===== src/rtl/switch_bounce_generator.sv =====
// rtl/switch_bounce_generator.sv - mechanical switch emulator producing an LFSR-timed
// contact-bounce burst on every change of the requested level.
module switch_bounce_generator #(
  parameter logic        INITIAL_VALUE = 1'b0,
  parameter int unsigned BOUNCE_CYCLES = 50_000,
  parameter int unsigned MAX_GAP_LOG2  = 10,
  parameter logic [15:0] LFSR_SEED     = 16'hACE1
) (
  input  logic       clk,
  input  logic       rst,
  input  logic       level_in,
  output logic       sw_out,
  output logic       busy,
  output logic       settled,
  output logic [7:0] bounce_count
);

  localparam logic [15:0] SEED        = (LFSR_SEED == 16'h0000) ? 16'h0001 : LFSR_SEED;
  localparam logic [15:0] LFSR_MASK   = 16'hB400;
  localparam logic [19:0] WINDOW_LOAD = 20'(BOUNCE_CYCLES - 1);
  localparam logic [MAX_GAP_LOG2-1:0] GAP_ONE = (MAX_GAP_LOG2)'(1);

  typedef enum logic {
    IDLE   = 1'b0,
    BOUNCE = 1'b1
  } state_t;

  state_t                  state_q, state_d;
  logic                    sw_out_q, sw_out_d;
  logic                    settled_level_q, settled_level_d;
  logic                    target_q, target_d;
  logic                    busy_q, busy_d;
  logic                    settled_q, settled_d;
  logic [7:0]              bounce_count_q, bounce_count_d;
  logic [19:0]             window_q, window_d;
  logic [MAX_GAP_LOG2-1:0] gap_q, gap_d;
  logic [15:0]             lfsr_q, lfsr_d;
  logic [MAX_GAP_LOG2-1:0] gap_value;

  // Forcing bit 0 keeps every inter-toggle gap at least one cycle long.
  assign gap_value = lfsr_q[MAX_GAP_LOG2-1:0] | GAP_ONE;

  always_comb begin
    state_d         = state_q;
    sw_out_d        = sw_out_q;
    settled_level_d = settled_level_q;
    target_d        = target_q;
    busy_d          = busy_q;
    settled_d       = 1'b0;
    bounce_count_d  = bounce_count_q;
    window_d        = window_q;
    gap_d           = gap_q;
    lfsr_d          = (lfsr_q >> 1) ^ (lfsr_q[0] ? LFSR_MASK : 16'h0000);

    case (state_q)
      IDLE: begin
        if (level_in != settled_level_q) begin
          target_d       = level_in;
          sw_out_d       = level_in;
          busy_d         = 1'b1;
          bounce_count_d = 8'd0;
          window_d       = WINDOW_LOAD;
          gap_d          = gap_value;
          state_d        = BOUNCE;
        end
      end
      BOUNCE: begin
        // The final-level assignment takes priority over a toggle due in the same cycle.
        if (window_q == 20'd0) begin
          sw_out_d        = target_q;
          settled_level_d = target_q;
          busy_d          = 1'b0;
          settled_d       = 1'b1;
          state_d         = IDLE;
        end else begin
          window_d = window_q - 20'd1;
          if (gap_q == GAP_ONE) begin
            sw_out_d = ~sw_out_q;
            gap_d    = gap_value;
            if (bounce_count_q != 8'hFF) begin
              bounce_count_d = bounce_count_q + 8'd1;
            end
          end else begin
            gap_d = gap_q - GAP_ONE;
          end
        end
      end
      default: state_d = IDLE;
    endcase
  end

  always_ff @(posedge clk) begin
    if (rst) begin
      state_q         <= IDLE;
      sw_out_q        <= INITIAL_VALUE;
      settled_level_q <= INITIAL_VALUE;
      target_q        <= INITIAL_VALUE;
      busy_q          <= 1'b0;
      settled_q       <= 1'b0;
      bounce_count_q  <= 8'd0;
      window_q        <= 20'd0;
      gap_q           <= '0;
      lfsr_q          <= SEED;
    end else begin
      state_q         <= state_d;
      sw_out_q        <= sw_out_d;
      settled_level_q <= settled_level_d;
      target_q        <= target_d;
      busy_q          <= busy_d;
      settled_q       <= settled_d;
      bounce_count_q  <= bounce_count_d;
      window_q        <= window_d;
      gap_q           <= gap_d;
      lfsr_q          <= lfsr_d;
    end
  end

  assign sw_out       = sw_out_q;
  assign busy         = busy_q;
  assign settled      = settled_q;
  assign bounce_count = bounce_count_q;

endmodule

===== config.mk =====
export PLATFORM = sky130hd
export DESIGN_NAME = switch_bounce_generator
export DESIGN_NICKNAME = d
export VERILOG_FILES = /design/src/rtl/switch_bounce_generator.sv
export SDC_FILE = /design/constraint.sdc
export NUM_CORES = 1
export LEC_CHECK = 0
export BUFFER_PORTS_ARGS = -buffer_cell sky130_fd_sc_hd__buf_2
export CORE_UTILIZATION = 50
export DETAILED_ROUTE_END_ITERATION = 8
export GPL_ROUTABILITY_DRIVEN = 0
export PLACE_DENSITY = 0.66
export SKIP_CTS_REPAIR_TIMING = 1
export SLEW_MARGIN = 20
export SYNTH_ARGS = -nofsm -noshare
export SYNTH_HDL_FRONTEND = slang
export SYNTH_SLANG_ARGS = --single-unit

===== constraint.sdc =====
create_clock -name clk -period 2.7 [get_ports clk]
set_input_delay 0.405 -clock clk [delete_from_list [all_inputs] [get_ports clk]]
set_output_delay 0.405 -clock clk [all_outputs]
set_load 0.02 [all_outputs]

# == After elaboration in Yosys (flattened, before gate mapping) ==
# Cells that the tools add are included.
# word_totals
output_inout_bits,11
word_cells,57
ff_bits,60
# classes
n_eq_ne,9
n_mux,24
n_bitwise,3
reduce_logical,8
n_addsub,3
# op_table
op,count
$mux W20,2
$pmux W20 S2,1
$mux W8,4
$mux W10,3
$logic_not A20 Y1,1
$pmux W10 S2,1
$sub A20 B1 Y20 const B,1
$mux W16,1
$pmux W8 S2,1
$xor A15 B16 Y16,1
$eq A10 B1 Y1 const B,1
$reduce_and A2 Y1,5
$sub A10 B1 Y10 const B,1
$add A8 B1 Y8 const B,1
$mux W1,8
$ne A8 B8 Y1 const B,1
$ne A2 B1 Y1 const B,3
$pmux W1 S2,3
$ne A2 B2 Y1 const B,2
$reduce_and A4 Y1,1
$ne A3 B1 Y1 const B,1
$not A1 Y1,2
$reduce_or A2 Y1,1
$ne A1 B1 Y1,1

# == Logic depth before layout (Yosys ltp) ==
# Gate-level depths: netlist of run 1.
# logic_depth
depth_word,5
depth_mapped,9
depth_no_buf,7

# == Worst setup path before layout of run 1 ==
# OpenSTA, ideal clock, no wires.
# synth_timing
kind,flip-flop to flip-flop
from,register window_q[0]
to,register gap_q[0]
path_slack_ns,0.293
arrival_time_ns,2.274
path_stages_with_launch,10
path_buffers,2
period_less_slack_ns,2.407
cell_sequence,dfxtp_1 > inv_1 > ha_1 > or3b_2 > or4_4 > buf_2 > o21a_1 > clkbuf_1 > o21ai_0 > a31oi_1
# synth_via
elab_chain_cells,3
# synth_lines
element,line_no,text
start: declaration,35,"logic [19:0] window_q, window_d;"
start signal: assignment,112,window_q <= window_d;
$logic_not A20 Y1,69,if (window_q == 20'd0) begin
$ne A2 B2 Y1 (no source line),n/a,
$reduce_and A2 Y1 (no source line),n/a,
end signal: assignment,113,gap_q <= gap_d;
end: declaration,36,"logic [MAX_GAP_LOG2-1:0] gap_q, gap_d;"
# Every way passes these cells.
# A chain may end at the register's enable or synchronous reset.

# == Final worst setup path of run 1 ==
# layout_timing
from,register window_q[0]
to,register bounce_count_q[2] (netlist: bounce_count[2])
# layout_via
elab_chain_cells,3
# layout_lines
element,line_no,text
$logic_not A20 Y1,69,
$ne A2 B2 Y1 (no source line),n/a,
$reduce_and A4 Y1 (no source line),n/a,
end signal: assignment,111,bounce_count_q <= bounce_count_d;
end: declaration,34,"logic [7:0] bounce_count_q, bounce_count_d;"
# Every way passes these cells.

==> results of run 1 <==
## state kept, by name, indices dropped and copies added (netlist names)
register / count
bounce_count: 8
lfsr_q: 16
busy: 1
settled_level_q: 1
sw_out: 1
state_q: 1
window_q: 20
gap_q: 10
settled: 1
target_q: 1
## final timing paths
check                                         startpoint                           end  depth (start not counted)
worst max-delay path            window_q[0]$_SDFFE_PP0P_  bounce_count[2]$_SDFFE_PP0P_                          7
worst min-delay path                                 rst         lfsr_q[10]$_SDFF_PP1_                          3
worst max register to register  window_q[0]$_SDFFE_PP0P_  bounce_count[2]$_SDFFE_PP0P_                          7
worst min register to register     lfsr_q[12]$_SDFF_PP0_         lfsr_q[11]$_SDFF_PP1_                          1
## layer usage
metal / up-vias / routed length [µm] / track usage [%]
met5: - / 0 / 0
met4: 0 / 83 / 8.30
met3: 6 / 331 / 7.65
met2: 73 / 2810 / 35.0
met1: 1180 / 3330 / 34.6
li1: 1260 / - / -
## kinds of logic after synthesis
family | count (synthesis) | share of synthesized area, %
simple gates | 124 | 25.0
mux | 3 | 1.09
compound gates | 100 | 21.5
buf+inv | 27 | 4.41
fa+ha+maj | 6 | 2.53
flops | 60 | 41.9
xor+xnor | 12 | 3.66
## where the power goes
part	internal [mW]	total [mW]	switching, mW
logic	0.188	0.470	0.282
registers	0.956	1.02	0.0662
clock network	0.611	0.984	0.373
total	1.75	2.48	0.722
## Yosys cell counts, types with 10 or more instances
cell type | instances | area share (%)
nand2_1 | 14 | 1.8
dfxtp_1 | 60 | 42
or2_2 | 11 | 2.4
or4_1 | 15 | 3.9
nor2_1 | 24 | 3.1
clkbuf_1 | 11 | 1.4
nand3_1 | 10 | 1.7
or3_1 | 11 | 2.4
o21ai_0 | 24 | 4.2
a21oi_1 | 34 | 5.9
## worst min-delay path, delay by kind of cell
family                 cells  cell delay [ps]
buffers and inverters      2              200
AND/OR/NAND/NOR            1               80
## cell type report
class | instances | area (µm²)
Multi-Input combinational cell | 245 | 1550
Inverter | 9 | 33.8
Timing Repair Buffer | 21 | 138
Tap cell | 72 | 90.1
Fill cell | 479 | 2260
Clock buffer | 9 | 124
Clock inverter | 7 | 114
Sequential cell | 60 | 1200
## stage by stage
| stage | utilization, % | cell area [µm²] |
|---|---|---|
| finish | 59.0 | 3250 |
| global route | 59.0 | 3250 |
| CTS | 58.9 | 3240 |
| detailed placement | 54.5 | 3000 |
| global placement | 54.5 | 3000 |
| floorplan | - | 2870 |
==> flow_summary_export.csv, run 1 <==
group,metric,value,unit
run_status,status,"completed",
die,dieArea,6040,µm²
global_routing,grt_max_degree,43,
pwr,power_leakage,1.21,nW
routing,wl_per_cell,15.5,µm
logic_synthesis,synth_edf_count,0,
die,io-pin-count,14,
worst_setup_path,crit_path_max_incr_delay,620,ps
cts,clock-root-buffer,"clkbuf_8",
worst_setup_path,required,2980,ps
sta,rsz0062_at_grt,"false",
sta,fmax,0.396,GHz
pwr,power.density,762,nW/µm²
layout,area_growth_syn_to_layout,13.3,%
sta,whs,366,ps
cts,worstSkewPairLatency,340,ps
layout,nets,354,
min_path,hp-class,"in2reg",
place,pre_cts_ws,186,ps
sta,hold_viol,0,
sta,setup_slack,177,ps
worst_setup_path,path_delay_family,"simple AND/OR/NAND/NOR gates",
sta,fin_crit_sh,93.4,%
global_routing,grt_pass1_wl,11500,µm
worst_setup_path,crit_path_start_kind,"flip-flop",
routing,drt_pass1_iterations,4,
cts,clock_path_buffers,2,
sta,final-max-slew-violation-count,0,
cts,numCtsBuffers,9,
logic_synthesis,synthArstFlopShare,0,%
global_routing,grtUsageTotal,24.6,%
layout,drive_gt1_share,16.5,%
routing,drc,0,
cts,cts_tree,"yes",
sta,fin_crit,2520,ps
sta,maxSlewHeadroom,57.8,%
layout,final_cell_mix,"60 x dfxtp_1, 34 x a21oi_1, 24 x nor2_1, 24 x o21ai_0, 15 x or4_1",
die,start_util,52.1,%
worst_setup_path,worstSetupPathType,"reg2reg",
pwr,vdd_ir_drop_max,0.487,mV
logic_synthesis,synth_cell_types,48,
worst_setup_path,cp_num_buf_inv,1,
routing,vias,2519,
sta,setup_viol,0,
routing,ant_nets,0,
sta,tightest_slew,630,ps
logic_synthesis,ys.flop_type,"dfxtp_1",
logic_synthesis,synth.avg_cell_area,8.64,µm²
layout,final_common_cell,"dfxtp_1",
die,rows,27,
die,dieWidth,77.7,µm
place,portBuffers,13,
routing,via_per_inst,5.96,
global_routing,grt_pass1_vias,2367,
logic_synthesis,syn_area,2870,µm²
worst_setup_path,crit_path_max_fanout,13,
cts,htreeDepth,3,
pwr,p_total,2.48,mW
worst_setup_path,cp_cell_sequence,"inv_1 -> ha_1 -> or3b_2 -> or4_4 -> o21a_1 -> and3_1 -> o21ai_0",
logic_synthesis,synth_warnings,0,
logic_synthesis,synthesis.instances,332,
sta,fin_skew,8.58,ps
layout,final_cells,423,
routing,routed_wl,6550,µm
global_routing,grt.overflow.total,0,
global_routing,antenna_found_initial,0,
die,die_h,77.7,µm
logic_synthesis,synth-seq-cells,60,
worst_setup_path,r2r_setup_slack,180,ps
worst_setup_path,crit_slowest_cell,"or4_4",
logic_synthesis,syn_nets,340,
cts,cts.sinks,60,
place,hpwl,4120,µm
routing,first_iter_violations,219,
cts,path_clk_slew,70,ps
worst_setup_path,endpoint_kind,"flip-flop",
sta,finalSetupTns,0,ps
job,maxCapViolations,0,
place,dp.cells,407,
layout,antenna_cells,0,
die,core_area,5510,µm²
worst_setup_path,critPathArrivalTime,2800,ps
logic_synthesis,ys_seq_area_share,41.9,%
No activity file was read; power rests on OpenSTA's default activity.
==> run 2, diff against run 1 <==
--- a/config.mk
+++ b/config.mk
@@ -10,6 +10,7 @@
 export DETAILED_ROUTE_END_ITERATION = 8
 export GPL_ROUTABILITY_DRIVEN = 0
 export PLACE_DENSITY = 0.66
+export RECOVER_POWER = 100
 export SKIP_CTS_REPAIR_TIMING = 1
 export SLEW_MARGIN = 20
 export SYNTH_ARGS = -nofsm -noshare
==> flow_summary_export.csv, run 2 (same netlist as run 1, synthesis figures left out) <==
group,metric,value,unit
cts,cts_tree,"yes",
routing,drt_pass1_iterations,4,
place,portBuffers,13,
die,start_util,52.1,%
worst_setup_path,worstRegToRegCells,8,
worst_setup_path,endpoint_kind,"flip-flop",
sta,fmax,0.395,GHz
global_routing,grtUsageTotal,24.6,%
global_routing,grt.overflow.total,0,
routing,wl_per_cell,15.5,µm
worst_setup_path,crit_path_max_incr_delay,620,ps
run_status,status,"finished, violations left",
sta,fin_skew,8.71,ps
layout,regArea,1200,µm²
global_routing,use_met1,34.6,%
global_routing,grtUsageMet3,7.65,%
worst_setup_path,r2r_setup_slack,170,ps
cts,clock-root-buffer,"clkbuf_8",
worst_setup_path,cp.depth,8,
cts,numCtsBuffers,9,
pwr,power_leakage,1.15,nW
layout,top_register,"window_q",
routing,vias,2518,
layout,area_growth_syn_to_layout,12.3,%
min_path,hp-start,"level_in",
pwr,p_total,2.47,mW
pwr,power.density,767,nW/µm²
routing,ant_nets,0,
worst_setup_path,critPathArrivalTime,2780,ps
cts,clock_path_buffers,2,
layout,multi_input_area,1540,µm²
layout,nets,354,
sta,maxSlewHeadroom,-22.8,%
worst_setup_path,crit_slowest_cell,"or4_4",
worst_setup_path,crit_path_max_fanout,36,
sta,fin_crit_sh,93.9,%
routing,drc,0,
job,maxCapViolations,1,
run_status,violations,"max-capacitance violations, max-slew violations",
cts,cts.sinks,60,
die,core_area,5510,µm²
worst_setup_path,required,2940,ps
cts,htreeDepth,3,
die,dieArea,6040,µm²
layout,final_cell_mix,"60 x dfxtp_1, 34 x a21oi_1, 24 x nor2_1, 24 x o21ai_0, 16 x or4_1",
cts,worstSkewPairLatency,340,ps
worst_setup_path,cp_num_buf_inv,2,
global_routing,grt_max_degree,43,
worst_setup_path,path_delay_family,"simple AND/OR/NAND/NOR gates",
layout,drive_gt1_share,12.3,%
layout,top_regs,"window_q: 20 flops, lfsr_q: 16 flops, gap_q: 10 flops",
routing,via_per_inst,5.95,
worst_setup_path,crit_path_start_kind,"flip-flop",
worst_setup_path,reg2reg_to,"gap_q[6]$_SDFFE_PP0P_",
global_routing,grt_pass1_vias,2367,
die,rows,27,
layout,final_common_cell,"dfxtp_1",
die,die_h,77.7,µm
worst_setup_path,r2r_start,"window_q[0]$_SDFFE_PP0P_",
routing,first_iter_violations,205,
worst_setup_path,worstSetupPathType,"reg2reg",
min_path,min_path_cells,3,
sta,hold_viol,0,
layout,antenna_cells,0,
pwr,vdd_ir_drop_max,0.489,mV
min_path,min_to,"target_q$_SDFFE_PP0P_",
global_routing,met2_usage,35.0,%
global_routing,grt_pass1_wl,11500,µm
min_path,hp-class,"in2reg",
global_routing,top_usage_layer,"met2",
layout,largest_register_ffs,20,
die,dieWidth,77.7,µm
layout,fillers,490,
global_routing,antenna_found_initial,0,
sta,rsz0062_at_grt,"false",
cts,path_clk_slew,70,ps
sta,fin_crit,2530,ps
place,hpwl,4120,µm
sta,setup_viol,0,
routing,routed_wl,6550,µm
sta,finalSetupTns,0,ps
die,io-pin-count,14,
sta,final-max-slew-violation-count,43,
sta,tightest_slew,1840,ps
worst_setup_path,cp_cell_sequence,"inv_1 -> ha_1 -> or3b_2 -> or4_4 -> o21ai_2 -> buf_12 -> nor2_1 -> a32o_1",
-- run 2: changes by cell type in the layout (fill, tap and decap cells not counted) --
cell and change:
clkbuf_1 +13, buf_2 -12, buf_4 -3, buf_1 +1, clkbuf_4 +1, or4_1 +1
or4_4 -1
-- run 2: worst max path at each step --
stage                                   from                      endpoint  slack, ps
floorplan           window_q[0]$_SDFFE_PP0P_         gap_q[0]$_SDFFE_PP0P_        290
CTS                 window_q[0]$_SDFFE_PP0P_     window_q[16]$_SDFFE_PP0P_        150
global placement    window_q[0]$_SDFFE_PP0P_     window_q[16]$_SDFFE_PP0P_        260
detailed placement  window_q[0]$_SDFFE_PP0P_     window_q[16]$_SDFFE_PP0P_        190
finish              window_q[0]$_SDFFE_PP0P_         gap_q[6]$_SDFFE_PP0P_        170
global route        window_q[0]$_SDFFE_PP0P_  bounce_count[2]$_SDFFE_PP0P_         20
-- run 2: cell type report --
| cell class | count | area share, % |
|---|---|---|
| Sequential cell | 60 | 37.3 |
| Clock inverter | 7 | 3.53 |
| Clock buffer | 9 | 3.84 |
| Tap cell | 72 | 2.80 |
| Inverter | 9 | 1.05 |
| Timing Repair Buffer | 21 | 3.57 |
| Multi-Input combinational cell | 245 | 47.9 |
-- run 2: tightest hold or removal path: cells and delay by family --
family	cells	cell delay, ps
AOI/OAI and AO/OA	2	140
buffers and inverters	1	130
-- run 2: routing by layer --
layer  vias to the layer above  share of wire, %  wire length, µm
met2                        71                43             2840
met3                         8               5.0              329
li1                       1260                 -                -
met1                      1179                50             3280
met5                         -                 0                0
met4                         0               1.5              100
-- run 2: power by group --
group	internal [mW]	total (mW)	leakage [nW]	switching [mW]
combinational	0.183	0.465	0.537	0.282
sequential	0.956	1.02	0.495	0.0654
clock	0.611	0.985	0.123	0.374
total	1.75	2.47	1.15	0.721
-- run 2: metrics by stage --
step	instance area [µm²]	utilization [%]	hold slack, ps	setup WS (ps)	cells
finish	3220	58.5	377	165	423
global route	3220	58.5	401	16.8	423
CTS	3240	58.9	361	153	423
detailed placement	3000	54.5	413	186	407
global placement	3000	54.5	399	255	407
floorplan	2870	-	389	293	332
==> run 3, diff against run 2 <==
--- a/config.mk
+++ b/config.mk
@@ -6,10 +6,10 @@
 export NUM_CORES = 1
 export LEC_CHECK = 0
 export BUFFER_PORTS_ARGS = -buffer_cell sky130_fd_sc_hd__buf_2
-export CORE_UTILIZATION = 50
+export CORE_UTILIZATION = 30
 export DETAILED_ROUTE_END_ITERATION = 8
 export GPL_ROUTABILITY_DRIVEN = 0
-export PLACE_DENSITY = 0.66
+export PLACE_DENSITY = 0.44
 export RECOVER_POWER = 100
 export SKIP_CTS_REPAIR_TIMING = 1
 export SLEW_MARGIN = 20
==> flow_summary_export.csv, run 3 (same netlist as run 1, synthesis figures left out) <==
group,metric,value,unit
layout,utilization,35.4,%
sta,fin_crit_sh,94.9,%
routing,wl_per_cell,14.8,µm
global_routing,use_met1,22.3,%
die,core_area,9240,µm²
sta,maxSlewHeadroom,51.2,%
worst_setup_path,r2r_start,"window_q[0]$_SDFFE_PP0P_",
routing,ant_nets,0,
place,dpl_cell_area,3100,µm²
worst_setup_path,critPathArrivalTime,2810,ps
routing,drt_pass1_iterations,4,
worst_setup_path,crit_path_max_fanout,36,
global_routing,top_usage_layer,"met1",
place,hpwl,4810,µm
pwr,power.density,713,nW/µm²
routing,vias,2457,
sta,hold_viol,0,
layout,area_growth_syn_to_layout,13.9,%
cts,numCtsBuffers,9,
global_routing,grt_max_degree,37,
cts,path_clk_slew,70,ps
layout,nets,357,
place,portBuffers,13,
worst_setup_path,cp_cell_sequence,"inv_1 -> ha_1 -> or3b_2 -> or4_4 -> o21ai_1 -> buf_12 -> nor2_1 -> a32o_1",
layout,antenna_cells,0,
min_path,hp-start,"level_in",
routing,first_iter_violations,113,
min_path,hp-class,"in2reg",
layout,final_cells,483,
job,maxCapViolations,0,
place,dp.cells,467,
layout,regArea,1200,µm²
global_routing,antenna_found_initial,0,
die,rows,35,
layout,fillers,983,
cts,cts_tree,"yes",
worst_setup_path,path_delay_family,"simple AND/OR/NAND/NOR gates",
layout,design_area,3270,µm²
worst_setup_path,crit_start,"window_q[0]$_SDFFE_PP0P_",
sta,fin_skew,9.26,ps
sta,final-max-slew-violation-count,0,
cts,htreeDepth,3,
sta,setup_viol,0,
worst_setup_path,crit_path_max_incr_delay,620,ps
layout,multi_input_area,1530,µm²
routing,routed_wl,7170,µm
sta,finalSetupTns,0,ps
die,dieWidth,99.8,µm
cts,clock-root-buffer,"clkbuf_8",
die,io-pin-count,14,
worst_setup_path,cp_num_buf_inv,2,
pwr,power_leakage,1.14,nW
cts,cts.sinks,60,
global_routing,grt.overflow.total,0,
global_routing,grt_pass1_wl,11900,µm
run_status,status,"completed",
sta,tightest_slew,732,ps
layout,top_regs,"window_q: 20 flops, lfsr_q: 16 flops, gap_q: 10 flops",
pwr,vdd_ir_drop_max,0.256,mV
layout,drive_gt1_share,12.7,%
layout,largest_register_ffs,20,
cts,clock_path_buffers,2,
worst_setup_path,required,2940,ps
cts,worstSkewPairLatency,350,ps
worst_setup_path,crit_path_start_kind,"flip-flop",
global_routing,grtUsageTotal,15.5,%
global_routing,met2_usage,22.2,%
routing,drc,0,
global_routing,grt_pass1_vias,2281,
layout,final_common_cell,"dfxtp_1",
die,dieArea,9950,µm²
layout,top_register,"window_q",
worst_setup_path,endpoint_kind,"flip-flop",
worst_setup_path,crit_slowest_cell,"or4_4",
layout,final_cell_mix,"60 x dfxtp_1, 34 x a21oi_1, 25 x o21ai_0",
global_routing,grtUsageMet3,2.72,%
sta,fin_crit,2560,ps
die,die_h,99.8,µm
die,start_util,31.0,%
worst_setup_path,worstSetupPathType,"reg2reg",
sta,fmax,0.390,GHz
routing,via_per_inst,5.09,
sta,rsz0062_at_grt,"false",
## run 3: changes by cell type in the layout (fill, tap and decap cells not counted), sizes merged
| cell | change |
|---|---|
| bufinv | -2 |
| buf | +3 |
| clkinvlp | +2 |
## run 3: through the flow
| step | worst slack [ps] | total power, mW | hold WS (ps) |
|---|---|---|---|
| final | 137 | 2.33 | 373 |
| after global routing | 33.9 | 2.46 | 373 |
| after CTS | 157 | 2.36 | 349 |
| after detailed placement | 185 | 1.52 | 399 |
| after global placement | 267 | 1.52 | 395 |
| after floorplan | 293 | 1.39 | 389 |
## run 3: final timing paths
path | slack, ps | depth (start not counted) | endpoint
worst max-delay path | 140 | 8 | gap_q[6]$_SDFFE_PP0P_
worst min-delay path | 370 | 3 | target_q$_SDFFE_PP0P_
worst max register to register | 140 | 8 | gap_q[6]$_SDFFE_PP0P_
worst min register to register | 410 | 1 | lfsr_q[11]$_SDFF_PP1_
## run 3: per-layer routing
metal / part of all wire, % / up-vias
li1: - / 1269
met1: 54 / 1150
met2: 42 / 28
met3: 2.3 / 10
met4: 1.7 / 0
met5: 0 / -
## run 3: area by class of cell
class	instances	area share, %
multi-input cells	245	46.9
inverters	9	1.03
clock buffers	9	3.79
flip-flops and latches	60	36.8
repair buffers	24	4.21
well taps	129	4.94
clock inverters	7	2.34
## run 3: power by group
group	internal, mW	switching [mW]
clock network	0.430	0.404
registers	0.955	0.0679
logic	0.190	0.280
## run 3: worst reg2reg max path, delay by kind of cell, from the launching register on
family	cells	cell delay, ps
AO/OA/AOI/OAI	2	470
adder cells (fa/ha/maj)	1	160
buffers and inverters	2	330
flip-flops	1	320
AND/OR/NAND/NOR	3	1180
